$ cat src/rtl/fan_pkg.sv
// Shared types and constants for the per-fan duty scheduler.
package fan_pkg;

    localparam int unsigned DUTY_W = 8;
    localparam int unsigned TACH_W = 11;
    localparam int unsigned WIN_W  = 3;
    localparam int unsigned SPIN_W = 4;

    typedef enum logic [1:0] {
        FAN_ST_IDLE   = 2'd0,
        FAN_ST_SPINUP = 2'd1,
        FAN_ST_RUN    = 2'd2,
        FAN_ST_FAIL   = 2'd3
    } fan_state_e;

    localparam logic [DUTY_W-1:0] FAN_DUTY_MAX = 8'd255;
    localparam logic [DUTY_W-1:0] FAN_DUTY_OFF = 8'd0;

    // Window counters stick at all-ones instead of wrapping.
    function automatic logic [WIN_W-1:0] sat_inc_win(input logic [WIN_W-1:0] v);
        return (v == {WIN_W{1'b1}}) ? v : v + WIN_W'(1);
    endfunction

    function automatic logic [SPIN_W-1:0] sat_inc_spin(input logic [SPIN_W-1:0] v);
        return (v == {SPIN_W{1'b1}}) ? v : v + SPIN_W'(1);
    endfunction

endpackage

$ cat src/rtl/fan_duty_sched_if.sv
// Control/status bundle between the fan scheduler and its host.
interface fan_duty_sched_if;
    import fan_pkg::*;

    logic                tick_ramp;
    logic                tach_vld;
    logic                fan_present;
    logic [DUTY_W-1:0]   duty_req;
    logic                ovr_en;
    logic [DUTY_W-1:0]   ovr_duty;
    logic [TACH_W-1:0]   tach0_cnt;
    logic [TACH_W-1:0]   tach1_cnt;
    logic                dual_rotor;
    logic [DUTY_W-1:0]   pwm_duty;
    logic [1:0]          state;
    logic                fan_fail;
    logic                ramp_busy;

    modport master (
        output tick_ramp, tach_vld, fan_present, duty_req, ovr_en, ovr_duty,
               tach0_cnt, tach1_cnt, dual_rotor,
        input  pwm_duty, state, fan_fail, ramp_busy
    );

    modport slave (
        input  tick_ramp, tach_vld, fan_present, duty_req, ovr_en, ovr_duty,
               tach0_cnt, tach1_cnt, dual_rotor,
        output pwm_duty, state, fan_fail, ramp_busy
    );

endinterface

$ cat src/rtl/fan_duty_ramp.sv
// Current-duty register: forced load for fixed duties, otherwise a rate-limited
// step toward target on each enabled ramp tick.
module fan_duty_ramp
    import fan_pkg::*;
#(
    parameter logic [DUTY_W-1:0] RAMP_STEP = 8'd4
) (
    input  logic              clk,
    input  logic              rst,
    input  logic              load,
    input  logic [DUTY_W-1:0] load_val,
    input  logic              step_en,
    input  logic [DUTY_W-1:0] target,
    output logic [DUTY_W-1:0] duty,
    output logic [DUTY_W-1:0] duty_nxt_c
);

    logic [DUTY_W:0] cur9;
    logic [DUTY_W:0] tgt9;
    logic [DUTY_W:0] diff9;
    logic [DUTY_W:0] step9;
    logic            up;

    // 9-bit magnitude keeps the step from wrapping or overshooting.
    always_comb begin
        cur9       = {1'b0, duty};
        tgt9       = {1'b0, target};
        up         = (tgt9 >= cur9);
        diff9      = up ? (tgt9 - cur9) : (cur9 - tgt9);
        step9      = (diff9 > {1'b0, RAMP_STEP}) ? {1'b0, RAMP_STEP} : diff9;
        duty_nxt_c = duty;
        if (load) begin
            duty_nxt_c = load_val;
        end else if (step_en) begin
            duty_nxt_c = up ? DUTY_W'(cur9 + step9) : DUTY_W'(cur9 - step9);
        end
    end

    always_ff @(posedge clk) begin
        if (rst) begin
            duty <= FAN_DUTY_OFF;
        end else begin
            duty <= duty_nxt_c;
        end
    end

endmodule

$ cat src/rtl/fan_duty_sched.sv
// Per-fan duty scheduler: source select, spin-up sequencing, ramp limiting,
// minimum duty floor and tach-based stall detection with forced full speed.
module fan_duty_sched
    import fan_pkg::*;
#(
    parameter logic [DUTY_W-1:0] SPINUP_DUTY = 8'd255,
    parameter int unsigned       SPINUP_SEC  = 3,
    parameter logic [DUTY_W-1:0] MIN_DUTY    = 8'd51,
    parameter logic [DUTY_W-1:0] RAMP_STEP   = 8'd4,
    parameter logic [TACH_W-1:0] MIN_TACH    = 11'd20,
    parameter int unsigned       STALL_WIN   = 3,
    parameter int unsigned       RECOVER_WIN = 5
) (
    input  logic            clk,
    input  logic            rst,
    fan_duty_sched_if.slave bus
);

    localparam logic [SPIN_W-1:0] SPIN_LAST  = SPIN_W'(SPINUP_SEC);
    localparam logic [WIN_W-1:0]  STALL_LAST = WIN_W'(STALL_WIN);
    localparam logic [WIN_W-1:0]  GOOD_LAST  = WIN_W'(RECOVER_WIN);

    fan_state_e        state;
    fan_state_e        state_nxt;
    logic [SPIN_W-1:0] spin_cnt;
    logic [SPIN_W-1:0] spin_nxt;
    logic [WIN_W-1:0]  stall_cnt;
    logic [WIN_W-1:0]  stall_nxt;
    logic [WIN_W-1:0]  good_cnt;
    logic [WIN_W-1:0]  good_nxt;
    logic              tach_ok;
    logic              load;
    logic [DUTY_W-1:0] load_val;
    logic              step_en;
    logic [DUTY_W-1:0] sel_duty;
    logic [DUTY_W-1:0] target;
    logic [DUTY_W-1:0] duty;
    logic [DUTY_W-1:0] duty_nxt;

    assign sel_duty = bus.ovr_en ? bus.ovr_duty : bus.duty_req;
    assign target   = (sel_duty < MIN_DUTY) ? MIN_DUTY : sel_duty;
    assign tach_ok  = (bus.tach0_cnt >= MIN_TACH) &&
                      (!bus.dual_rotor || (bus.tach1_cnt >= MIN_TACH));

    // Next state, window counters and duty-register control.
    always_comb begin
        state_nxt = state;
        spin_nxt  = spin_cnt;
        stall_nxt = stall_cnt;
        good_nxt  = good_cnt;
        load      = 1'b0;
        load_val  = FAN_DUTY_OFF;
        step_en   = 1'b0;
        if (!bus.fan_present) begin
            state_nxt = FAN_ST_IDLE;
            spin_nxt  = '0;
            stall_nxt = '0;
            good_nxt  = '0;
            load      = 1'b1;
            load_val  = FAN_DUTY_OFF;
        end else begin
            case (state)
                FAN_ST_IDLE: begin
                    state_nxt = FAN_ST_SPINUP;
                    spin_nxt  = '0;
                    stall_nxt = '0;
                    good_nxt  = '0;
                    load      = 1'b1;
                    load_val  = SPINUP_DUTY;
                end
                FAN_ST_SPINUP: begin
                    load     = 1'b1;
                    load_val = SPINUP_DUTY;
                    if (bus.tach_vld) begin
                        spin_nxt = sat_inc_spin(spin_cnt);
                        if (spin_nxt >= SPIN_LAST) begin
                            spin_nxt  = '0;
                            stall_nxt = '0;
                            good_nxt  = '0;
                            state_nxt = tach_ok ? FAN_ST_RUN : FAN_ST_FAIL;
                            load_val  = tach_ok ? SPINUP_DUTY : FAN_DUTY_MAX;
                        end
                    end
                end
                FAN_ST_RUN: begin
                    step_en = bus.tick_ramp;
                    if (bus.tach_vld) begin
                        stall_nxt = tach_ok ? '0 : sat_inc_win(stall_cnt);
                        if (stall_nxt >= STALL_LAST) begin
                            state_nxt = FAN_ST_FAIL;
                            stall_nxt = '0;
                            good_nxt  = '0;
                            load      = 1'b1;
                            load_val  = FAN_DUTY_MAX;
                        end
                    end
                end
                default: begin
                    load     = 1'b1;
                    load_val = FAN_DUTY_MAX;
                    if (bus.tach_vld) begin
                        good_nxt = tach_ok ? sat_inc_win(good_cnt) : '0;
                        if (good_nxt >= GOOD_LAST) begin
                            state_nxt = FAN_ST_RUN;
                            good_nxt  = '0;
                            stall_nxt = '0;
                        end
                    end
                end
            endcase
        end
    end

    always_ff @(posedge clk) begin
        if (rst) begin
            state         <= FAN_ST_IDLE;
            spin_cnt      <= '0;
            stall_cnt     <= '0;
            good_cnt      <= '0;
            bus.fan_fail  <= 1'b0;
            bus.ramp_busy <= 1'b0;
        end else begin
            state         <= state_nxt;
            spin_cnt      <= spin_nxt;
            stall_cnt     <= stall_nxt;
            good_cnt      <= good_nxt;
            bus.fan_fail  <= (state_nxt == FAN_ST_FAIL);
            bus.ramp_busy <= (state_nxt == FAN_ST_RUN) && (duty_nxt != target);
        end
    end

    fan_duty_ramp #(
        .RAMP_STEP (RAMP_STEP)
    ) u_ramp (
        .clk        (clk),
        .rst        (rst),
        .load       (load),
        .load_val   (load_val),
        .step_en    (step_en),
        .target     (target),
        .duty       (duty),
        .duty_nxt_c (duty_nxt)
    );

    assign bus.state    = state;
    assign bus.pwm_duty = duty;

endmodule

$ cat src/flat_wrapper.sv
// flat-port wrapper written by rule: the top's interface ports become plain ports
module fan_duty_sched_flat import fan_pkg::*;
#(
    parameter logic [DUTY_W-1:0] SPINUP_DUTY = 8'd255,
    parameter int unsigned       SPINUP_SEC  = 3,
    parameter logic [DUTY_W-1:0] MIN_DUTY    = 8'd51,
    parameter logic [DUTY_W-1:0] RAMP_STEP   = 8'd4,
    parameter logic [TACH_W-1:0] MIN_TACH    = 11'd20,
    parameter int unsigned       STALL_WIN   = 3,
    parameter int unsigned       RECOVER_WIN = 5
)
  (clk, rst, bus_tick_ramp, bus_tach_vld, bus_fan_present, bus_duty_req, bus_ovr_en, bus_ovr_duty, bus_tach0_cnt, bus_tach1_cnt, bus_dual_rotor, bus_pwm_duty, bus_state, bus_fan_fail, bus_ramp_busy);
  fan_duty_sched_if bus_i ();
  input  logic clk;
  input  logic rst;
  input wire logic [$bits(bus_i.tick_ramp)-1:0] bus_tick_ramp;
  input wire logic [$bits(bus_i.tach_vld)-1:0] bus_tach_vld;
  input wire logic [$bits(bus_i.fan_present)-1:0] bus_fan_present;
  input wire logic [$bits(bus_i.duty_req)-1:0] bus_duty_req;
  input wire logic [$bits(bus_i.ovr_en)-1:0] bus_ovr_en;
  input wire logic [$bits(bus_i.ovr_duty)-1:0] bus_ovr_duty;
  input wire logic [$bits(bus_i.tach0_cnt)-1:0] bus_tach0_cnt;
  input wire logic [$bits(bus_i.tach1_cnt)-1:0] bus_tach1_cnt;
  input wire logic [$bits(bus_i.dual_rotor)-1:0] bus_dual_rotor;
  output wire logic [$bits(bus_i.pwm_duty)-1:0] bus_pwm_duty;
  output wire logic [$bits(bus_i.state)-1:0] bus_state;
  output wire logic [$bits(bus_i.fan_fail)-1:0] bus_fan_fail;
  output wire logic [$bits(bus_i.ramp_busy)-1:0] bus_ramp_busy;
  assign bus_i.tick_ramp = bus_tick_ramp;
  assign bus_i.tach_vld = bus_tach_vld;
  assign bus_i.fan_present = bus_fan_present;
  assign bus_i.duty_req = bus_duty_req;
  assign bus_i.ovr_en = bus_ovr_en;
  assign bus_i.ovr_duty = bus_ovr_duty;
  assign bus_i.tach0_cnt = bus_tach0_cnt;
  assign bus_i.tach1_cnt = bus_tach1_cnt;
  assign bus_i.dual_rotor = bus_dual_rotor;
  assign bus_pwm_duty = bus_i.pwm_duty;
  assign bus_state = bus_i.state;
  assign bus_fan_fail = bus_i.fan_fail;
  assign bus_ramp_busy = bus_i.ramp_busy;
  fan_duty_sched #(.SPINUP_DUTY(SPINUP_DUTY), .SPINUP_SEC(SPINUP_SEC), .MIN_DUTY(MIN_DUTY), .RAMP_STEP(RAMP_STEP), .MIN_TACH(MIN_TACH), .STALL_WIN(STALL_WIN), .RECOVER_WIN(RECOVER_WIN)) u_core (.clk(clk), .rst(rst), .bus(bus_i));
endmodule
$ cat config.mk
export PLATFORM = sky130hd
export DESIGN_NAME = fan_duty_sched_flat
export DESIGN_NICKNAME = d
export VERILOG_FILES = /design/src/rtl/fan_pkg.sv /design/src/rtl/fan_duty_sched_if.sv /design/src/rtl/fan_duty_ramp.sv /design/src/rtl/fan_duty_sched.sv /design/src/flat_wrapper.sv
export SDC_FILE = /design/constraint.sdc
export NUM_CORES = 1
export LEC_CHECK = 0
export ABC_AREA = 1
export CAP_MARGIN = 25
export CORE_ASPECT_RATIO = 0.9
export CORE_MARGIN = 2
export CORE_UTILIZATION = 49
export CTS_BUF_LIST = sky130_fd_sc_hd__clkbuf_8
export CTS_CLUSTER_SIZE = 30
export DETAILED_ROUTE_END_ITERATION = 12
export PLACE_DENSITY = 0.87
export SKIP_CTS_REPAIR_TIMING = 1
export SLEW_MARGIN = 20
export SYNTH_ARGS = -nofsm -noshare
export SYNTH_HDL_FRONTEND = slang
export SYNTH_SLANG_ARGS = --single-unit
$ cat constraint.sdc
create_clock -name clk -period 5.7 [get_ports clk]
set_input_delay 0.57 -clock clk [delete_from_list [all_inputs] [get_ports clk]]
set_output_delay 0.57 -clock clk [all_outputs]
set_load 0.05 [all_outputs]
**Word-level counts from Yosys, hierarchy flattened**

Cells that the tools add are included.

- Shift operators: 0
- Bitwise gates (word level): 1
- Reductions and logical operators: 12
- Magnitude comparators: 8
- Multipliers: 0
- Add/subtract/negate cells: 7
- Multiplexer cells: 46
- Eq/ne operators: 12
- Div/mod/pow operators: 0

Operator list:

| cell | number |
|---|---|
| $mux 8 | 10 |
| $mux 3 | 14 |
| $ge 11x5->1 const B | 2 |
| $pmux 3 s3 | 2 |
| $sub 8x8->9 | 2 |
| $mux 2 | 7 |
| $mux 4 | 3 |
| $reduce_and 5->1 | 2 |
| $gt 9x3->1 const B | 1 |
| $mux 9 | 1 |
| $add 8x8->8 | 1 |
| $ge 8x8->1 | 1 |
| $lt 8x6->1 const B | 1 |
| $ne 8x8->1 | 1 |
| $pmux 4 s2 | 1 |
| $sub 8x8->8 | 1 |
| $mux 1 | 7 |
| $add 3x1->3 const B | 2 |
| $eq 2x2->1 const B | 3 |
| $eq 3x3->1 const B | 2 |
| $pmux 2 s3 | 1 |
| $add 4x1->4 const B | 1 |
| $eq 4x4->1 const B | 1 |
| $ge 4x2->1 const B | 1 |
| other kinds (14) | 18 |

- Memories: 0
- Input port bits: 45
- Bits in latches: 0
- Register bits: 22
- Bits in read-only memories: 0
- Bits in writable memories: 0

**Logic depth before layout (Yosys ltp)**

- Depth in word-level cells: 13
- Mapped depth: 48

**Cells and area by module**

From an unflattened synthesis, not the netlist that was laid out.

- Cell total of the unflattened synthesis: 536
- Area, all modules: 3,066.7 um^2

By module, submodules not included:

| module | times used | area each (um^2) | seq. area each (um^2) | cells an instance |
|---|---|---|---|---|
| fan_duty_ramp | 1 | 1,880.6 | 160.2 | 321 |
| fan_duty_sched | 1 | 1,186.1 | 280.3 | 215 |

**Least setup slack after synthesis**

OpenSTA, ideal clock, no wires.

- Path kind: input-to-reg
- From: input port bus_ovr_en
- To: register u_core.bus.ramp_busy
- Setup slack: 206 ps
- Stages on the path: 39
- Data required time: 5,591 ps
- Arrival: 5,385 ps
- Cells stage by stage: buf_2 -> mux2i_1 -> o211ai_1 -> nand3_1 -> nand2_1 -> inv_1 -> nor2_1 -> inv_1 -> ha_1 -> a21oi_1 -> nand3_2 -> a21oi_2 -> nand2_1 -> nand2_1 -> nand2_1 -> nor2_2 -> nand3_1 -> nor2_1 -> (+3 left out) -> xor2_1 -> inv_1 -> ha_1 -> a21oi_1 -> o21ai_0 -> a21oi_1 -> nor2_1 -> o21ai_0 -> nand3_1 -> o21ai_0 -> o21ai_0 -> nor2_1 -> nor2_1 -> nand2_1 -> nor2_1 -> nand3_1 -> nand2_1 -> inv_1

- Longest elaborated chain between the ends: 13
- Elaborated cells between the ends (all ways): 16

Ends and longest elaborated chain:

| what | line | RTL |
|---|---|---|
| start, declared | flat_wrapper.sv:20 | `input wire logic [$bits(bus_i.ovr_en)-1:0] bus_ovr_en;` |
| $mux 8 (*) | fan_duty_sched.sv:40 | `assign sel_duty = bus.ovr_en ? bus.ovr_duty : bus.duty_req;` |
| $lt 8x6->1 | fan_duty_sched.sv:41 | `assign target = (sel_duty < MIN_DUTY) ? MIN_DUTY : sel_duty;` |
| $mux 8 (*) | fan_duty_sched.sv:41 |  |
| $sub 8x8->9 / $ge 8x8->1 (equally long branches) | fan_duty_ramp.sv:29, fan_duty_ramp.sv:28 |  |
| $mux 9 | fan_duty_ramp.sv:29 | `diff9 = up ? (tgt9 - cur9) : (cur9 - tgt9);` |
| $gt 9x3->1 | fan_duty_ramp.sv:30 | `step9 = (diff9 > {1'b0, RAMP_STEP}) ? {1'b0, RAMP_STEP} : diff9;` |
| $mux 8 | fan_duty_ramp.sv:30 |  |
| $sub 8x8->8 / $add 8x8->8 (equally long branches) | fan_duty_ramp.sv:35 | `duty_nxt_c = up ? DUTY_W'(cur9 + step9) : DUTY_W'(cur9 - step9);` |
| $mux 8 | fan_duty_ramp.sv:35 |  |
| $mux 8 | fan_duty_ramp.sv:34 | `end else if (step_en) begin` |
| $mux 8 | fan_duty_ramp.sv:32 | `if (load) begin` |
| $ne 8x8->1 (*) | fan_duty_sched.sv:128 | `bus.ramp_busy <= (state_nxt == FAN_ST_RUN) && (duty_nxt != target);` |
| $logic_and 1x1->1 (*) | fan_duty_sched.sv:128 |  |
| end signal, assigned | fan_duty_sched.sv:128 |  |
| end, declared | fan_duty_sched_if.sv:28 | `output pwm_duty, state, fan_fail, ramp_busy` |

Mark *: on every way between the ends. The rest lies on a longest branch, timed or not.
A chain may end at the register's enable or synchronous reset.

**Final worst setup path**

- From: input port bus_duty_req[6]
- To: register u_core.bus.ramp_busy

- Longest elaborated chain between the ends: 13
- Elaborated cells between the ends (all ways): 16

Ends and longest elaborated chain:

| what | line | RTL |
|---|---|---|
| start, declared | flat_wrapper.sv:19 | `input wire logic [$bits(bus_i.duty_req)-1:0] bus_duty_req;` |
| $mux 8 (*) | fan_duty_sched.sv:40 |  |
| $lt 8x6->1 | fan_duty_sched.sv:41 |  |
| $mux 8 (*) | fan_duty_sched.sv:41 |  |
| $sub 8x8->9 / $ge 8x8->1 (equally long branches) | fan_duty_ramp.sv:29, fan_duty_ramp.sv:28 |  |
| $mux 9 | fan_duty_ramp.sv:29 |  |
| $gt 9x3->1 | fan_duty_ramp.sv:30 |  |
| $mux 8 | fan_duty_ramp.sv:30 |  |
| $sub 8x8->8 / $add 8x8->8 (equally long branches) | fan_duty_ramp.sv:35 |  |
| $mux 8 | fan_duty_ramp.sv:35 |  |
| $mux 8 | fan_duty_ramp.sv:34 |  |
| $mux 8 | fan_duty_ramp.sv:32 |  |
| $ne 8x8->1 (*) | fan_duty_sched.sv:128 |  |
| $logic_and 1x1->1 (*) | fan_duty_sched.sv:128 |  |

Marks and branches as above.

==> results <==
-- worst reg2reg max path, delay by kind of cell, from the launching register on --
kind            cells  cell delay (ns)
simple gates       23             2.45
xor+xnor            2             0.34
buf+inv             5             0.43
fa+ha+maj           3             0.79
flops               1             0.49
compound gates      4             0.55
-- power groups by stage --
stage | clock network [mW] | registers (mW) | logic, mW
global placement | 0 | 0.169 | 0.341
floorplan | 0 | 0.179 | 0.200
finish | 0.145 | 0.167 | 0.431
detailed placement | 0 | 0.169 | 0.351
global route | 0.151 | 0.167 | 0.466
CTS | 0.145 | 0.166 | 0.354
-- metal layers --
metal | GRT usage (%) | part of all wire [%] | vias up
met5 | 0 | 0 | -
met4 | 6.92 | 4.0 | 0
met3 | 3.58 | 7.0 | 48
met2 | 47.8 | 48 | 184
met1 | 33.2 | 41 | 1574
li1 | - | - | 1696
-- path summary, 6_finish.rpt --
check	start	to	slack, ns	cells after the start
min	u_core.spin_cnt[3]$_SDFFE_PP0P_	u_core.spin_cnt[3]$_SDFFE_PP0P_	0.45	2
max	bus_duty_req[6]	u_core.bus.ramp_busy$_SDFF_PP0_	-0.03	43
min reg2reg	u_core.spin_cnt[3]$_SDFFE_PP0P_	u_core.spin_cnt[3]$_SDFFE_PP0P_	0.45	2
max reg2reg	u_core.u_ramp.duty[1]$_SDFF_PP0_	u_core.bus.ramp_busy$_SDFF_PP0_	0.55	37
-- layout make-up --
| class | instances | area [um^2] | share of cell area, % |
|---|---|---|---|
| clock buffers | 3 | 41.3 | 0.977 |
| clock inverters | 1 | 30.0 | 0.710 |
| inverters | 93 | 354 | 8.38 |
| multi-input cells | 341 | 2200 | 52.1 |
| flip-flops and latches | 22 | 440 | 10.4 |
| well taps | 67 | 83.8 | 1.98 |
| repair buffers | 122 | 1080 | 25.5 |
-- through the flow --
| stage | hold slack, ns | setup TNS (ns) | setup WS (ns) |
|---|---|---|---|
| detailed placement | 0.437 | -2.82 | -0.770 |
| floorplan | 0.417 | 0 | 0.206 |
| CTS | 0.448 | -1.30 | -0.537 |
| global route | 0.489 | -0.546 | -0.398 |
| global placement | 0.427 | -1.31 | -0.519 |
| finish | 0.450 | -0.0328 | -0.0328 |
-- logic make-up (layout without fill, tap and decap cells) --
kind of cell / after synthesis / after routing / share of synthesized area, %
AOI/OAI and AO/OA: 65 / 65 / 12.5
xor gates and xnor gates: 17 / 17 / 5.38
adders and majority gates: 30 / 30 / 14.4
buffers and inverters: 99 / 219 / 14.1
DFF: 22 / 22 / 15.9
muxes: 7 / 7 / 2.53
and+or+nand+nor: 221 / 222 / 35.2
-- layout by cell type (no fill, tap or decap), types with 3 or more instances in the layout --
cell type,netlist,layout
ha_1,27,21
nand3_2,4,7
dfxtp_1,22,22
inv_2,1,5
clkbuf_8,0,3
a21oi_2,1,5
xor2_1,14,13
nand3_1,28,24
o21a_1,4,4
nor2_1,47,35
dlymetal6s2s_1,0,14
inv_1,92,87
ha_4,0,5
mux2i_1,7,5
nand2_4,1,6
nor2_4,1,4
a21oi_1,20,14
clkdlybuf4s50_1,0,37
nand4_1,12,12
nand2_2,8,13
nand2_1,112,103
nor2_2,2,11
xnor2_1,3,3
buf_4,1,70
o21ai_2,0,3
o21ai_1,1,7
o21ai_0,36,27
nor4_1,3,3
-- flip-flops by register name (all words and copies together) (netlist names) --
name / flops
u_core.good_cnt: 3
u_core.bus.ramp_busy: 1
u_core.u_ramp.duty: 8
u_core.stall_cnt: 3
u_core.bus.fan_fail: 1
u_core.spin_cnt: 4
u_core.bus.state: 2
==> impl_metrics.ini <==
[place]
postPlaceCellArea_um2 = 3780
port_buffers = 52
place_inst = 634
hpwlAfterDp_um = 6660
place.gp.congestion = 0.995

[layout]
layout.nets = 658
finish.utilization_pct = 79.0
design_area_um2 = 4230
stdcell_count = 649
fill_cells = 309
area_delta_synth_final_pct = 52.6
insertedDiodeCount = 0
drive_gt1_share_pct = 25.1

[sta]
worst_pin_slew_ns = 0.692
fin_crit_sh_pct = 101
maxSlewViolCount = 0
setup_viol = 1
max_slew_margin_pct = 53.7
report.final.hold_viol_count = 0
period_needed_ns = 5.73
setup_ws_ns = -0.0328
max_freq_ghz = 0.174
fin_skew_ns = 0.00146

[logic_synthesis]
synth_top_area_share_pct = 15.9
synthArstFlopShare_pct = 0
synth_ff_type = dfxtp_1
yosysWarnings = 0
syn_nets = 536
yosysSeqAreaShare_pct = 15.9
syn_area_um2 = 2770
synth_top_cell_by_area = dfxtp_1
yosys-top-cells-area = dfxtp_1, nand2_1, inv_1
synth_cell_types = 31
yosysMostFrequentCell = nand2_1
syn_avg_cell_area_um2 = 6.01
synth_commonest_cells = nand2_1, inv_1, nor2_1
syn_inst = 461
synth-edff-count = 0
synth_seq_cells = 22

[pwr]
finalPower_mw = 0.743
p_leak_nw = 2.27
switchingPower_mw = 0.297
irDropWorstVdd_mv = 0.177
clkPwrFrac_pct = 19.5
netSwitchingFraction_pct = 39.9
comb_power_share_pct = 58.1
seqPwrFrac_pct = 22.4
p_int_mw = 0.446
p_per_area_nw_per_um2 = 176

[drt]
detail-route-antenna-nets = 0
dr.pass1.iters = 9
dr.first_iter.drc_count = 357
drc = 0
drt_wl_total_um = 9800
viasPerCell = 5.40
vias = 3502
post_drt_wl_per_cell_um = 15.1

[die]
ios = 57
die_h_um = 75.3
core_area_um2 = 5350
dieArea_um2 = 6270
dieWidth_um = 83.3
rows = 25
initial_core_util_pct = 51.8

[setup_path]
endpoint_kind = flop
crit_top_cell = nand2_1
required_ns = 5.87
criticalPathCategory = in2reg
worstSetupStartpointType = primary input
slowest_stage = clkdlybuf4s50_1
critPathTopFamily = simple AND/OR/NAND/NOR gates
path_buf_inv = 8
crit_arrival_ns = 5.90
crit_path_max_incr_delay_ns = 0.42
path_max_fanout = 4

[outcome]
violations = negative setup slack
status = finished, violations left

[cts]
cts_root_buf = clkbuf_8
htreeDepth = 1
clock-sinks = 22
cts.path.max_buffers = 2
clkTransAtPathRegs_ns = 0.08
worstSkewPairLatency_ns = 0.26
tritoncts = done
numCtsBuffers = 3

[global_routing]
grt_start_max_net_pins = 16
first_global_vias = 3102
grt.overflow.total = 0
grt_usage_pct = 26.2
grt_pass1_wl_um = 13500
antenna_found_initial = 0

[worst_hold_path]
min_path_type = reg2reg

[job]
drv_cap = 0
Note: power is estimated with default switching activity, not from simulation.
